$ cat config.mk
export PLATFORM = sky130hd
export DESIGN_NAME = scan_state_top
export DESIGN_NICKNAME = d
export VERILOG_FILES = /design/src/rtl/scan_state_top.sv
export SDC_FILE = /design/constraint.sdc
export NUM_CORES = 1
export LEC_CHECK = 0
export CAP_MARGIN = 20
export CORE_ASPECT_RATIO = 1.5
export CORE_MARGIN = 1.5
export CORE_UTILIZATION = 55
export CTS_CLUSTER_DIAMETER = 50
export CTS_CLUSTER_SIZE = 12
export DETAILED_ROUTE_END_ITERATION = 8
export GPL_ROUTABILITY_DRIVEN = 0
export PLACE_DENSITY = 0.81
export SLEW_MARGIN = 10
export SYNTH_ARGS = -nofsm -noshare
export SYNTH_HDL_FRONTEND = slang
export SYNTH_SLANG_ARGS = --single-unit
export TNS_END_PERCENT = 30
$ cat constraint.sdc
create_clock -name timeclk -period 2.8 [get_ports timeclk]
set_input_delay 0.56 -clock timeclk [delete_from_list [all_inputs] [get_ports timeclk]]
set_output_delay 0.56 -clock timeclk [all_outputs]
set_load 0.1 [all_outputs]
$ cat src/rtl/scan_state_top.sv
// scan_state_top
// Acquisition-timing sequencer for the NMR front end. Two engines share one
// clock:
//   scan engine  : CONF (DDS setup) -> WAITP (wait transmit pulse end) ->
//                  DUMP (ring-down) -> ACQ (echo) -> INT (DSP interrupt),
//                  looping back to WAITP while scanstart stays high.
//   noise engine : N_SETTLE -> N_WIN (noise-only window) -> N_INT, one
//                  window per noisestart rise.
// n_s_change picks which engine drives the shared acquisition outputs.
//
// Optional feature: define NOISE_ENGINE_EN to build the noise engine and the
// shared-output mux. Without it, n_en is 0, the shared outputs always come
// from the scan engine and all noise-side inputs are ignored.
//
// Ports:
//   timeclk              clock, rising edge
//   scanrst / noiserst   async active-high resets of each engine
//   scanstart            level; rise (seen in IDLE) starts a scan, low ends it
//   noisestart           level; rise (seen in IDLE) starts one noise window
//   n_s_change           shared-output select: 1 = noise, 0 = scan
//   ctrl                 1 = calibration scan (drives calctrl during ACQ)
//   pluse_acq            end of transmit pulse; only honoured in WAITP
//   scanload/scanchoice/datain   scan register write (0 = dump, 1 = acq len)
//   nload/nchoice/ndatain        noise register write (0 = window, 1 = settle)
//   outputs              registered phase outputs, 1-cycle after state entry;
//                        resetout = resets | 1-cycle pulse at ACQ/N_WIN entry
//
// Handshake note: there is no valid/ready traffic here; all inputs are
// sampled levels, and starts are qualified by rising-edge detection.
module scan_state_top #(
  parameter int CONF_CYC = 4,
  parameter int CNT_W    = 16
) (
  input  logic             timeclk,
  input  logic             scanrst,
  input  logic             noiserst,
  input  logic             scanstart,
  input  logic             noisestart,
  input  logic             n_s_change,
  input  logic             ctrl,
  input  logic             pluse_acq,
  input  logic             scanload,
  input  logic             scanchoice,
  input  logic             nload,
  input  logic             nchoice,
  input  logic [CNT_W-1:0] datain,
  input  logic [CNT_W-1:0] ndatain,
  output logic             dds_conf,
  output logic             calctrl,
  output logic             s_acq,
  output logic             soft_d,
  output logic             sw_acq2,
  output logic             sw_acq1,
  output logic             intertodsp,
  output logic             rt_sw,
  output logic             n_en,
  output logic             resetout,
  output logic             dump_on,
  output logic             dump_off
);

  localparam logic [CNT_W-1:0] ONE       = CNT_W'(1);
  localparam logic [CNT_W-1:0] CONF_LOAD = CNT_W'(CONF_CYC - 1);

  // Counters count down to 0, so a phase of length n loads n-1.
  // A stored length of 0 is treated as 1.
  function automatic logic [CNT_W-1:0] load_val(input logic [CNT_W-1:0] len);
    return (len == '0) ? '0 : (len - ONE);
  endfunction

  // ---------------------------------------------------------------- scan
  typedef enum logic [2:0] {
    S_IDLE, S_CONF, S_WAITP, S_DUMP, S_ACQ, S_INT
  } scan_state_t;

  scan_state_t      scan_state;
  logic [CNT_W-1:0] dump_len, acq_len, scan_cnt;
  logic             scan_prev;   // previous scanstart, for edge detection
  logic             scan_first;  // high in the first cycle of DUMP / ACQ
  logic             sc_dds, sc_cal, sc_acq, sc_soft, sc_int;
  logic             sc_don, sc_doff, sc_pulse;

  always_ff @(posedge timeclk or posedge scanrst) begin
    if (scanrst) begin
      scan_state <= S_IDLE;
      dump_len   <= '0;
      acq_len    <= '0;
      scan_cnt   <= '0;
      // Reset to 1 so a scanstart already high at release is not a rise.
      scan_prev  <= 1'b1;
      scan_first <= 1'b0;
      sc_dds     <= 1'b0;
      sc_cal     <= 1'b0;
      sc_acq     <= 1'b0;
      sc_soft    <= 1'b0;
      sc_int     <= 1'b0;
      sc_don     <= 1'b0;
      sc_doff    <= 1'b0;
      sc_pulse   <= 1'b0;
    end else begin
      scan_prev  <= scanstart;
      scan_first <= 1'b0;
      if (scanload) begin
        if (scanchoice) acq_len  <= datain;
        else            dump_len <= datain;
      end

      // Outputs follow the current state, one cycle behind state entry.
      sc_dds   <= (scan_state == S_CONF);
      sc_soft  <= (scan_state == S_DUMP);
      sc_don   <= (scan_state == S_DUMP) && scan_first;
      sc_doff  <= (scan_state == S_DUMP) && (scan_cnt == '0);
      sc_acq   <= (scan_state == S_ACQ);
      sc_cal   <= (scan_state == S_ACQ) && ctrl;
      sc_pulse <= (scan_state == S_ACQ) && scan_first;
      sc_int   <= (scan_state == S_INT);

      case (scan_state)
        S_IDLE: begin
          if (scanstart && !scan_prev) begin
            scan_state <= S_CONF;
            scan_cnt   <= CONF_LOAD;
          end
        end
        S_CONF: begin
          if (scan_cnt == '0) scan_state <= S_WAITP;
          else                scan_cnt   <= scan_cnt - ONE;
        end
        S_WAITP: begin
          if (pluse_acq) begin
            scan_state <= S_DUMP;
            scan_cnt   <= load_val(dump_len);
            scan_first <= 1'b1;
          end else if (!scanstart) begin
            scan_state <= S_IDLE;
          end
        end
        S_DUMP: begin
          if (scan_cnt == '0) begin
            scan_state <= S_ACQ;
            scan_cnt   <= load_val(acq_len);
            scan_first <= 1'b1;
          end else begin
            scan_cnt <= scan_cnt - ONE;
          end
        end
        S_ACQ: begin
          if (scan_cnt == '0) scan_state <= S_INT;
          else                scan_cnt   <= scan_cnt - ONE;
        end
        S_INT:   scan_state <= scanstart ? S_WAITP : S_IDLE;
        default: scan_state <= S_IDLE;
      endcase
    end
  end

  assign dds_conf = sc_dds;
  assign calctrl  = sc_cal;
  assign soft_d   = sc_soft;
  assign dump_on  = sc_don;
  assign dump_off = sc_doff;

`ifdef NOISE_ENGINE_EN
  // --------------------------------------------------------------- noise
  typedef enum logic [1:0] {
    N_IDLE, N_SETTLE, N_WIN, N_INT
  } noise_state_t;

  noise_state_t     noise_state;
  logic [CNT_W-1:0] win_len, settle_len, noise_cnt;
  logic             noise_prev, noise_first;
  logic             ns_rt, ns_win, ns_int, ns_pulse;

  always_ff @(posedge timeclk or posedge noiserst) begin
    if (noiserst) begin
      noise_state <= N_IDLE;
      win_len     <= '0;
      settle_len  <= '0;
      noise_cnt   <= '0;
      noise_prev  <= 1'b1;
      noise_first <= 1'b0;
      ns_rt       <= 1'b0;
      ns_win      <= 1'b0;
      ns_int      <= 1'b0;
      ns_pulse    <= 1'b0;
    end else begin
      noise_prev  <= noisestart;
      noise_first <= 1'b0;
      if (nload) begin
        if (nchoice) settle_len <= ndatain;
        else         win_len    <= ndatain;
      end

      ns_rt    <= (noise_state == N_SETTLE) || (noise_state == N_WIN);
      ns_win   <= (noise_state == N_WIN);
      ns_pulse <= (noise_state == N_WIN) && noise_first;
      ns_int   <= (noise_state == N_INT);

      case (noise_state)
        N_IDLE: begin
          if (noisestart && !noise_prev) begin
            noise_state <= N_SETTLE;
            noise_cnt   <= load_val(settle_len);
          end
        end
        N_SETTLE: begin
          if (noise_cnt == '0) begin
            noise_state <= N_WIN;
            noise_cnt   <= load_val(win_len);
            noise_first <= 1'b1;
          end else begin
            noise_cnt <= noise_cnt - ONE;
          end
        end
        N_WIN: begin
          if (noise_cnt == '0) noise_state <= N_INT;
          else                 noise_cnt   <= noise_cnt - ONE;
        end
        N_INT:   noise_state <= N_IDLE;
        default: noise_state <= N_IDLE;
      endcase
    end
  end

  // Both engines always run; n_s_change only steers the shared outputs.
  assign s_acq      = n_s_change ? ns_win : sc_acq;
  assign sw_acq1    = n_s_change ? ns_win : sc_acq;
  assign sw_acq2    = n_s_change ? 1'b0   : sc_acq;
  assign rt_sw      = n_s_change ? ns_rt  : sc_acq;
  assign intertodsp = n_s_change ? ns_int : sc_int;
  assign n_en       = ns_win;
  assign resetout   = scanrst | noiserst | sc_pulse | ns_pulse;
`else
  logic unused_noise;
  assign unused_noise = ^{noiserst, noisestart, n_s_change, nload, nchoice, ndatain};

  assign s_acq      = sc_acq;
  assign sw_acq1    = sc_acq;
  assign sw_acq2    = sc_acq;
  assign rt_sw      = sc_acq;
  assign intertodsp = sc_int;
  assign n_en       = 1'b0;
  assign resetout   = scanrst | sc_pulse;
`endif

endmodule

==> load_flow_metrics.sql, run 1 <==
INSERT INTO impl_metrics (metric_group, metric, value, unit) VALUES
('sta', 'finalCritPeriodShare', '89.4', '%'),
('place', 'dp_hpwl', '6.71', 'mm'),
('clocking', 'clk_root_buffer_cell', 'sky130_fd_sc_hd__clkbuf_8', ''),
('routing', 'drt_wl_total', '9.07', 'mm'),
('routing', 'drt-pass1-iter-count', '4', ''),
('logic_synthesis', 'mappedNetlistArea', '3820', 'um^2'),
('final_layout', 'numnets_final', '455', ''),
('sta', 'tightest_slew', '710', 'ps'),
('clocking', 'clockBufferDepth', '2', ''),
('logic_synthesis', 'synth.top_cells.by_count', 'sky130_fd_sc_hd__dfrtp_1 (60), sky130_fd_sc_hd__mux2_2 (32), sky130_fd_sc_hd__nor2_1 (21)', ''),
('sta', 'maxClockFrequency', '400', 'MHz'),
('routing', 'drc', '0', ''),
('logic_synthesis', 'syn_nets', '416', ''),
('clocking', 'cts_inserted_buffers', '9', ''),
('place', 'number_of_buffers_inserted_by_port_buffering', '33', ''),
('hold_path', 'hold_path.class', 'flop to flop', ''),
('routing', 'route.vias.total', '3116', ''),
('floorplan', 'num_rows', '37', ''),
('final_layout', 'synthToLayoutAreaGrowth', '16.2', '%'),
('critical_path', 'startpoint_type', 'flop', ''),
('sta', 'hold_viol_final', '0', ''),
('logic_synthesis', 'syn-instance-count', '367', ''),
('routing', 'viasPerCell', '6.37', ''),
('critical_path', 'cp_data_required_time', '3040', 'ps'),
('routing', 'detailedRoute.firstIterationViolations', '320', ''),
('global_route', 'grt.overflow.total', '0', ''),
('floorplan', 'fp.dieArea', '7470', 'um^2'),
('clocking', 'worstSkewPairLatency', '350', 'ps'),
('power', 'ir_worst_vdd', '0.000475', 'V'),
('sta', 'rsz_0062_raised_after_global_routing', 'false', ''),
('floorplan', 'dieHeight', '105', 'um'),
('routing', 'final_antenna_net_count', '0', ''),
('sta', 'timing.max_slew.rel_slack', '52.5', '%'),
('logic_synthesis', 'synth.largest_area_cell', 'sky130_fd_sc_hd__dfrtp_1', ''),
('sta', 'timing.final.ws_setup', '297', 'ps'),
('floorplan', 'start_util', '56.2', '%'),
('clocking', 'cts_max_level', '3', ''),
('final_layout', 'antenna_cells', '0', ''),
('critical_path', 'cp_cell_sequence', 'inv_1, ha_1, nor4b_1, nand4_2, a21oi_2, nor2_1, a221o_1', ''),
('logic_synthesis', 'post_synth_main_area_contributors', 'sky130_fd_sc_hd__dfrtp_1 (39%), sky130_fd_sc_hd__mux2_2 (9.4%), sky130_fd_sc_hd__xnor2_1 (3.7%)', ''),
('global_route', 'grt_pass1_vias', '3209', ''),
('clocking', 'cts_post_setup_buffers_inserted', '0', ''),
('critical_path', 'timing.critical_path.slowest_cell_delay', '570', 'ps'),
('floorplan', 'design.core.area', '6810', 'um^2'),
('logic_synthesis', 'yosysMostFrequentCell', 'sky130_fd_sc_hd__dfrtp_1', ''),
('clocking', 'clk_pin_slew_worst_paths', '70', 'ps'),
('sta', 'setup-tns-final', '0', 'ps'),
('clocking', 'numClockSinks', '61', ''),
('global_route', 'grt_max_degree', '49', ''),
('global_route', 'number_of_antenna_violations_at_the_first_check_in_global_routing', '0', ''),
('power', 'leakagePower', '1.76', 'nW'),
('final_layout', 'final_core_util', '65.3', '%'),
('logic_synthesis', 'top_flip_flop_cell_by_instance_count_after_synthesis', 'sky130_fd_sc_hd__dfrtp_1', ''),
('logic_synthesis', 'yosys_warnings', '0', ''),
('sta', 'fin_skew', '6.78', 'ps'),
('floorplan', 'io-pin-count', '56', ''),
('critical_path', 'critical_path.max_fanout', '11', ''),
('logic_synthesis', 'synth-seq-area-share', '40.0', '%'),
('clocking', 'tritoncts', 'done', ''),
('logic_synthesis', 'ys_seq_elements', '61', ''),
('critical_path', 'crit_arrival', '2740', 'ps'),
('logic_synthesis', 'postSynth.asyncResetShare', '100', '%'),
('status', 'run_status', 'finished, final reports clean', ''),
('final_layout', 'drive_gt1_share', '24.1', '%'),
('place', 'pre_cts_slack', '250', 'ps'),
('logic_synthesis', 'synthesis.area_per_instance', '10.4', 'um^2'),
('critical_path', 'crit_type', 'flop to flop', ''),
('logic_synthesis', 'number_of_enable_type_register_cells_in_the_synthesized_netlist', '0', ''),
('sta', 'report.final.setup_viol', '0', ''),
('floorplan', 'die_width', '71.1', 'um'),
('clocking', 'postCtsHoldBufs', '0', '');
layout by cell type, fill, tap and decap left out, types with 5 or more instances in the layout:
master and count:
sky130_fd_sc_hd__a22oi_1 5, sky130_fd_sc_hd__buf_4 25, sky130_fd_sc_hd__o21ai_0 12, sky130_fd_sc_hd__xor2_1 11, sky130_fd_sc_hd__xnor2_1 16, sky130_fd_sc_hd__inv_1 9
sky130_fd_sc_hd__nand4_1 10, sky130_fd_sc_hd__nand2_1 16, sky130_fd_sc_hd__nor3_1 14, sky130_fd_sc_hd__o2bb2ai_1 6, sky130_fd_sc_hd__dfrtp_1 60, sky130_fd_sc_hd__nor4_1 6
sky130_fd_sc_hd__nand4b_1 5, sky130_fd_sc_hd__clkdlybuf4s50_1 22, sky130_fd_sc_hd__ha_1 5, sky130_fd_sc_hd__mux2_2 32, sky130_fd_sc_hd__nor2_1 21, sky130_fd_sc_hd__nand3_1 5
sky130_fd_sc_hd__clkbuf_8 10, sky130_fd_sc_hd__or4_1 6, sky130_fd_sc_hd__nor3b_1 5, sky130_fd_sc_hd__a21oi_1 13
critical path, delay by kind of cell (launching register included):
kind / cells / cell delay [ps]
simple gates: 3 / 720
flops: 1 / 400
compound gates: 2 / 940
buf+inv: 1 / 100
fa+ha+maj: 1 / 220
sequential cells by signal (all words and copies together) (netlist names):
register and cells:
rt_sw 1, soft_d 1, dump_len 16, scan_state 3, scan_first 1, scan_cnt 16
dds_conf 1, calctrl 1, sc_pulse 1, dump_off 1, intertodsp 1, scan_prev 1
dump_on 1, acq_len 16
path summary, 6_finish.rpt:
kind                                   from  cells past startpoint  slack (ps)      endpoint
worst max-delay path            scan_cnt[0]                      7         300  scan_cnt[10]
worst min-delay path             scan_first                      1         490      sc_pulse
worst max register to register  scan_cnt[0]                      7         300  scan_cnt[10]
worst min register to register   scan_first                      1         490      sc_pulse
max in group asynchronous           scanrst                      3        1730    acq_len[5]
min in group asynchronous           scanrst                      2         510       dump_on
where the power goes:
part | switching (mW) | internal [mW] | total [mW]
clock network | 0.345 | 0.429 | 0.773
logic | 0.551 | 0.484 | 1.04
registers | 0.284 | 1.05 | 1.34
layout make-up:
cell class	count	area (um^2)
sequential	61	1530
clock inverter	5	50.0
fill	534	2360
clock buffer	11	141
inverter	10	37.5
tap	78	97.6
multi-input combinational	275	2140
timing repair buffer	49	448
logic make-up after synthesis:
| kind of cell | after synthesis | share of synthesized area, % |
|---|---|---|
| XOR/XNOR | 27 | 6.19 |
| flip-flops | 61 | 40.0 |
| other | 1 | 0.0981 |
| adder cells (fa/ha/maj) | 5 | 1.64 |
| buffers and inverters | 31 | 4.03 |
| AO/OA/AOI/OAI | 78 | 15.4 |
| multiplexers | 32 | 9.43 |
| AND/OR/NAND/NOR | 132 | 23.3 |
stage by stage:
step	total power, mW	cell area, um^2	hold WS [ps]
after CTS	3.14	4440	487
after global routing	3.34	4440	505
after floorplan	2.05	3820	445
after global placement	2.33	4250	456
final	3.15	4440	486
after detailed placement	2.36	4250	470
metal layers:
| layer | share of wire, % | wire length (um) | vias to the layer above | track usage [%] |
|---|---|---|---|---|
| li1 | - | - | 1484 | - |
| met1 | 38 | 3420 | 1501 | 29.3 |
| met2 | 54 | 4900 | 98 | 45.6 |
| met3 | 3.7 | 337 | 33 | 5.98 |
| met4 | 4.6 | 414 | 0 | 15.6 |
| met5 | 0 | 0 | - | 0 |
Note: power is estimated with default switching activity, not from simulation.
==> run 2, diff against run 1 <==
--- a/config.mk
+++ b/config.mk
@@ -8,12 +8,13 @@
 export CAP_MARGIN = 20
 export CORE_ASPECT_RATIO = 1.5
 export CORE_MARGIN = 1.5
-export CORE_UTILIZATION = 55
+export CORE_UTILIZATION = 45
+export CTS_BUF_LIST = sky130_fd_sc_hd__clkbuf_4
 export CTS_CLUSTER_DIAMETER = 50
 export CTS_CLUSTER_SIZE = 12
 export DETAILED_ROUTE_END_ITERATION = 8
 export GPL_ROUTABILITY_DRIVEN = 0
-export PLACE_DENSITY = 0.81
+export PLACE_DENSITY = 0.7
 export SLEW_MARGIN = 10
 export SYNTH_ARGS = -nofsm -noshare
 export SYNTH_HDL_FRONTEND = slang
==> run 2 against run 1 <==
Compared with the run above: flip-flop and latch count unchanged; wire length up 0.83%; global-route usage down 4.4 points; critical path depth unchanged; core utilization down 12 points; die area up 21%; non-clock buffer count up 2; sequential power about the same; hold slack worse by 2.7 ps; clock-buffer cell count unchanged.
==> load_flow_metrics.sql, run 2 (synthesized netlist as in run 1, its figures left out) <==
INSERT INTO impl_metrics (metric_group, metric, value, unit) VALUES
('status', 'run_status', 'finished, final reports clean', ''),
('sta', 'period_minus_slack', '2400', 'ps'),
('clocking', 'clk_root_buffer_cell', 'sky130_fd_sc_hd__clkbuf_4', ''),
('critical_path', 'rr_startpoint', 'dump_len[0]', ''),
('routing', 'wire_length_per_cell', '17.6', 'um'),
('final_layout', 'n_fill_cell', '756', ''),
('place', 'number_of_buffers_inserted_by_port_buffering', '33', ''),
('clocking', 'clockBufferDepth', '2', ''),
('routing', 'viasPerCell', '6.01', ''),
('clocking', 'ctsResizeCount', '0', ''),
('critical_path', 'reg2reg_slack', '400', 'ps'),
('sta', 'maxClockFrequency', '416', 'MHz'),
('sta', 'setup-tns-final', '0', 'ps'),
('routing', 'final_antenna_net_count', '0', ''),
('critical_path', 'timing.critical_path.slowest_cell_delay', '420', 'ps'),
('critical_path', 'worst-path-buf-inv', '1', ''),
('hold_path', 'hold_path.class', 'flop to flop', ''),
('floorplan', 'io-pin-count', '56', ''),
('power', 'cellPowerDensity', '659', 'nW/um^2'),
('critical_path', 'critical_path.top_delay_family', 'simple AND/OR/NAND/NOR gates', ''),
('global_route', 'grt.overflow.total', '0', ''),
('clocking', 'cts_post_setup_buffers_inserted', '0', ''),
('critical_path', 'worstSetupEndpointType', 'flop', ''),
('clocking', 'clk_pin_slew_worst_paths', '110', 'ps'),
('final_layout', 'synthToLayoutAreaGrowth', '15.5', '%'),
('sta', 'rsz_0062_raised_after_global_routing', 'false', ''),
('place', 'place.detailed.instances', '504', ''),
('critical_path', 'crit_end', 'scan_cnt[11]', ''),
('final_layout', 'layout.cells.most_common_list', 'sky130_fd_sc_hd__dfrtp_1 (60), sky130_fd_sc_hd__mux2_2 (32), sky130_fd_sc_hd__buf_4 (27)', ''),
('critical_path', 'startpoint_type', 'flop', ''),
('sta', 'finalCritPeriodShare', '85.8', '%'),
('floorplan', 'num_rows', '41', ''),
('final_layout', 'top_regs', 'acq_len: 16 flops, dump_len: 16 flops, scan_cnt: 16 flops', ''),
('critical_path', 'critical_path.max_fanout', '6', ''),
('critical_path', 'worst-path-stages', '7', ''),
('critical_path', 'crit-reg2reg-capture', 'scan_cnt[11]', ''),
('routing', 'drt-pass1-iter-count', '4', ''),
('critical_path', 'cp_data_required_time', '3130', 'ps'),
('final_layout', 'final_common_cell', 'sky130_fd_sc_hd__dfrtp_1', ''),
('sta', 'report.final.setup_viol', '0', ''),
('final_layout', 'drive_gt1_share', '24.7', '%'),
('sta', 'fin_skew', '15.5', 'ps'),
('global_route', 'grt_pass1_vias', '3187', ''),
('routing', 'drc', '0', ''),
('clocking', 'worstSkewPairLatency', '430', 'ps'),
('critical_path', 'worstRegToRegCells', '7', ''),
('power', 'ir_worst_vdd', '0.000375', 'V'),
('global_route', 'number_of_antenna_violations_at_the_first_check_in_global_routing', '0', ''),
('routing', 'route.vias.total', '3125', ''),
('final_layout', 'antenna_cells', '0', ''),
('floorplan', 'start_util', '46.0', '%'),
('final_layout', 'numnets_final', '457', ''),
('clocking', 'cts_inserted_buffers', '9', ''),
('hold_path', 'worst_hold_path.num_cells', '1', ''),
('job', 'drv_cap', '0', ''),
('floorplan', 'design.core.area', '8310', 'um^2'),
('critical_path', 'critical_path.slowest_cell', 'sky130_fd_sc_hd__dfrtp_1', ''),
('critical_path', 'crit_type', 'flop to flop', ''),
('global_route', 'grt_util_all_layers', '22.1', '%'),
('place', 'dp_hpwl', '7.10', 'mm'),
('power', 'leakagePower', '1.73', 'nW'),
('floorplan', 'die_width', '78.3', 'um'),
('sta', 'tightest_slew', '697', 'ps'),
('global_route', 'grt_max_degree', '38', ''),
('clocking', 'cts_max_level', '3', ''),
('clocking', 'numClockSinks', '61', ''),
('floorplan', 'dieHeight', '116', 'um'),
('power', 'p_total', '2.91', 'mW'),
('sta', 'hold_viol_final', '0', ''),
('routing', 'drt_wl_total', '9.14', 'mm'),
('floorplan', 'fp.dieArea', '9070', 'um^2'),
('global_route', 'grt_pass1_wl', '15.3', 'mm'),
('routing', 'detailedRoute.firstIterationViolations', '245', ''),
('clocking', 'postCtsHoldBufs', '0', ''),
('critical_path', 'worstSetupStartpoint', 'dump_len[0]', ''),
('final_layout', 'fin_cells', '520', ''),
('critical_path', 'cp_cell_sequence', 'inv_1, ha_1, nor4b_1, and4_1, or2_1, o22ai_1, a221o_1', ''),
('sta', 'final_max_slew_viol_count', '0', ''),
('clocking', 'tritoncts', 'done', ''),
('sta', 'timing.max_slew.rel_slack', '53.5', '%'),
('critical_path', 'crit_arrival', '2730', 'ps');
run 2: cell types whose count changed in the layout (fill, tap and decap cells not counted), sizes merged:
cell and delta:
buf +2, clkinvlp +1, bufinv -1
run 2: cell type report:
cell class              count  area, um^2  share of cell area, %
repair buffers             51         463                   10.5
inverters                  10        37.5                  0.851
multi-input cells         275        2140                   48.5
clock inverters             5        27.5                  0.624
well taps                 107         134                   3.03
clock buffers              11        82.6                   1.87
flip-flops and latches     61        1530                   34.6
run 2: worst min path at each step:
stage	from	to	slack [ps]
final	scan_first	sc_pulse	480
after global routing	scan_first	sc_pulse	500
after CTS	scan_first	sc_pulse	490
after detailed placement	scan_first	sc_pulse	460
after global placement	scan_first	sc_pulse	450
after floorplan	scan_first	sc_pulse	440
run 2: report_power, final:
group	switching, mW	internal [mW]	total (mW)
clock network	0.328	0.196	0.524
logic	0.554	0.493	1.05
registers	0.284	1.05	1.34
run 2: metal layers:
layer	GRT usage, %	up-vias	share of wire (%)
li1	-	1480	-
met1	23.0	1516	38
met2	40.2	91	54
met3	3.86	38	3.3
met4	15.1	0	5.3
met5	0	-	0
run 2: stage by stage:
| stage | setup WS [ps] | cell area, um^2 | hold slack, ps | utilization [%] |
|---|---|---|---|---|
| after floorplan | 729 | 3820 | 445 | - |
| after global placement | 117 | 4300 | 450 | 51.8 |
| after detailed placement | 121 | 4300 | 463 | 51.8 |
| after CTS | 392 | 4410 | 488 | 53.1 |
| after global routing | 244 | 4410 | 499 | 53.1 |
| final | 399 | 4410 | 484 | 53.1 |
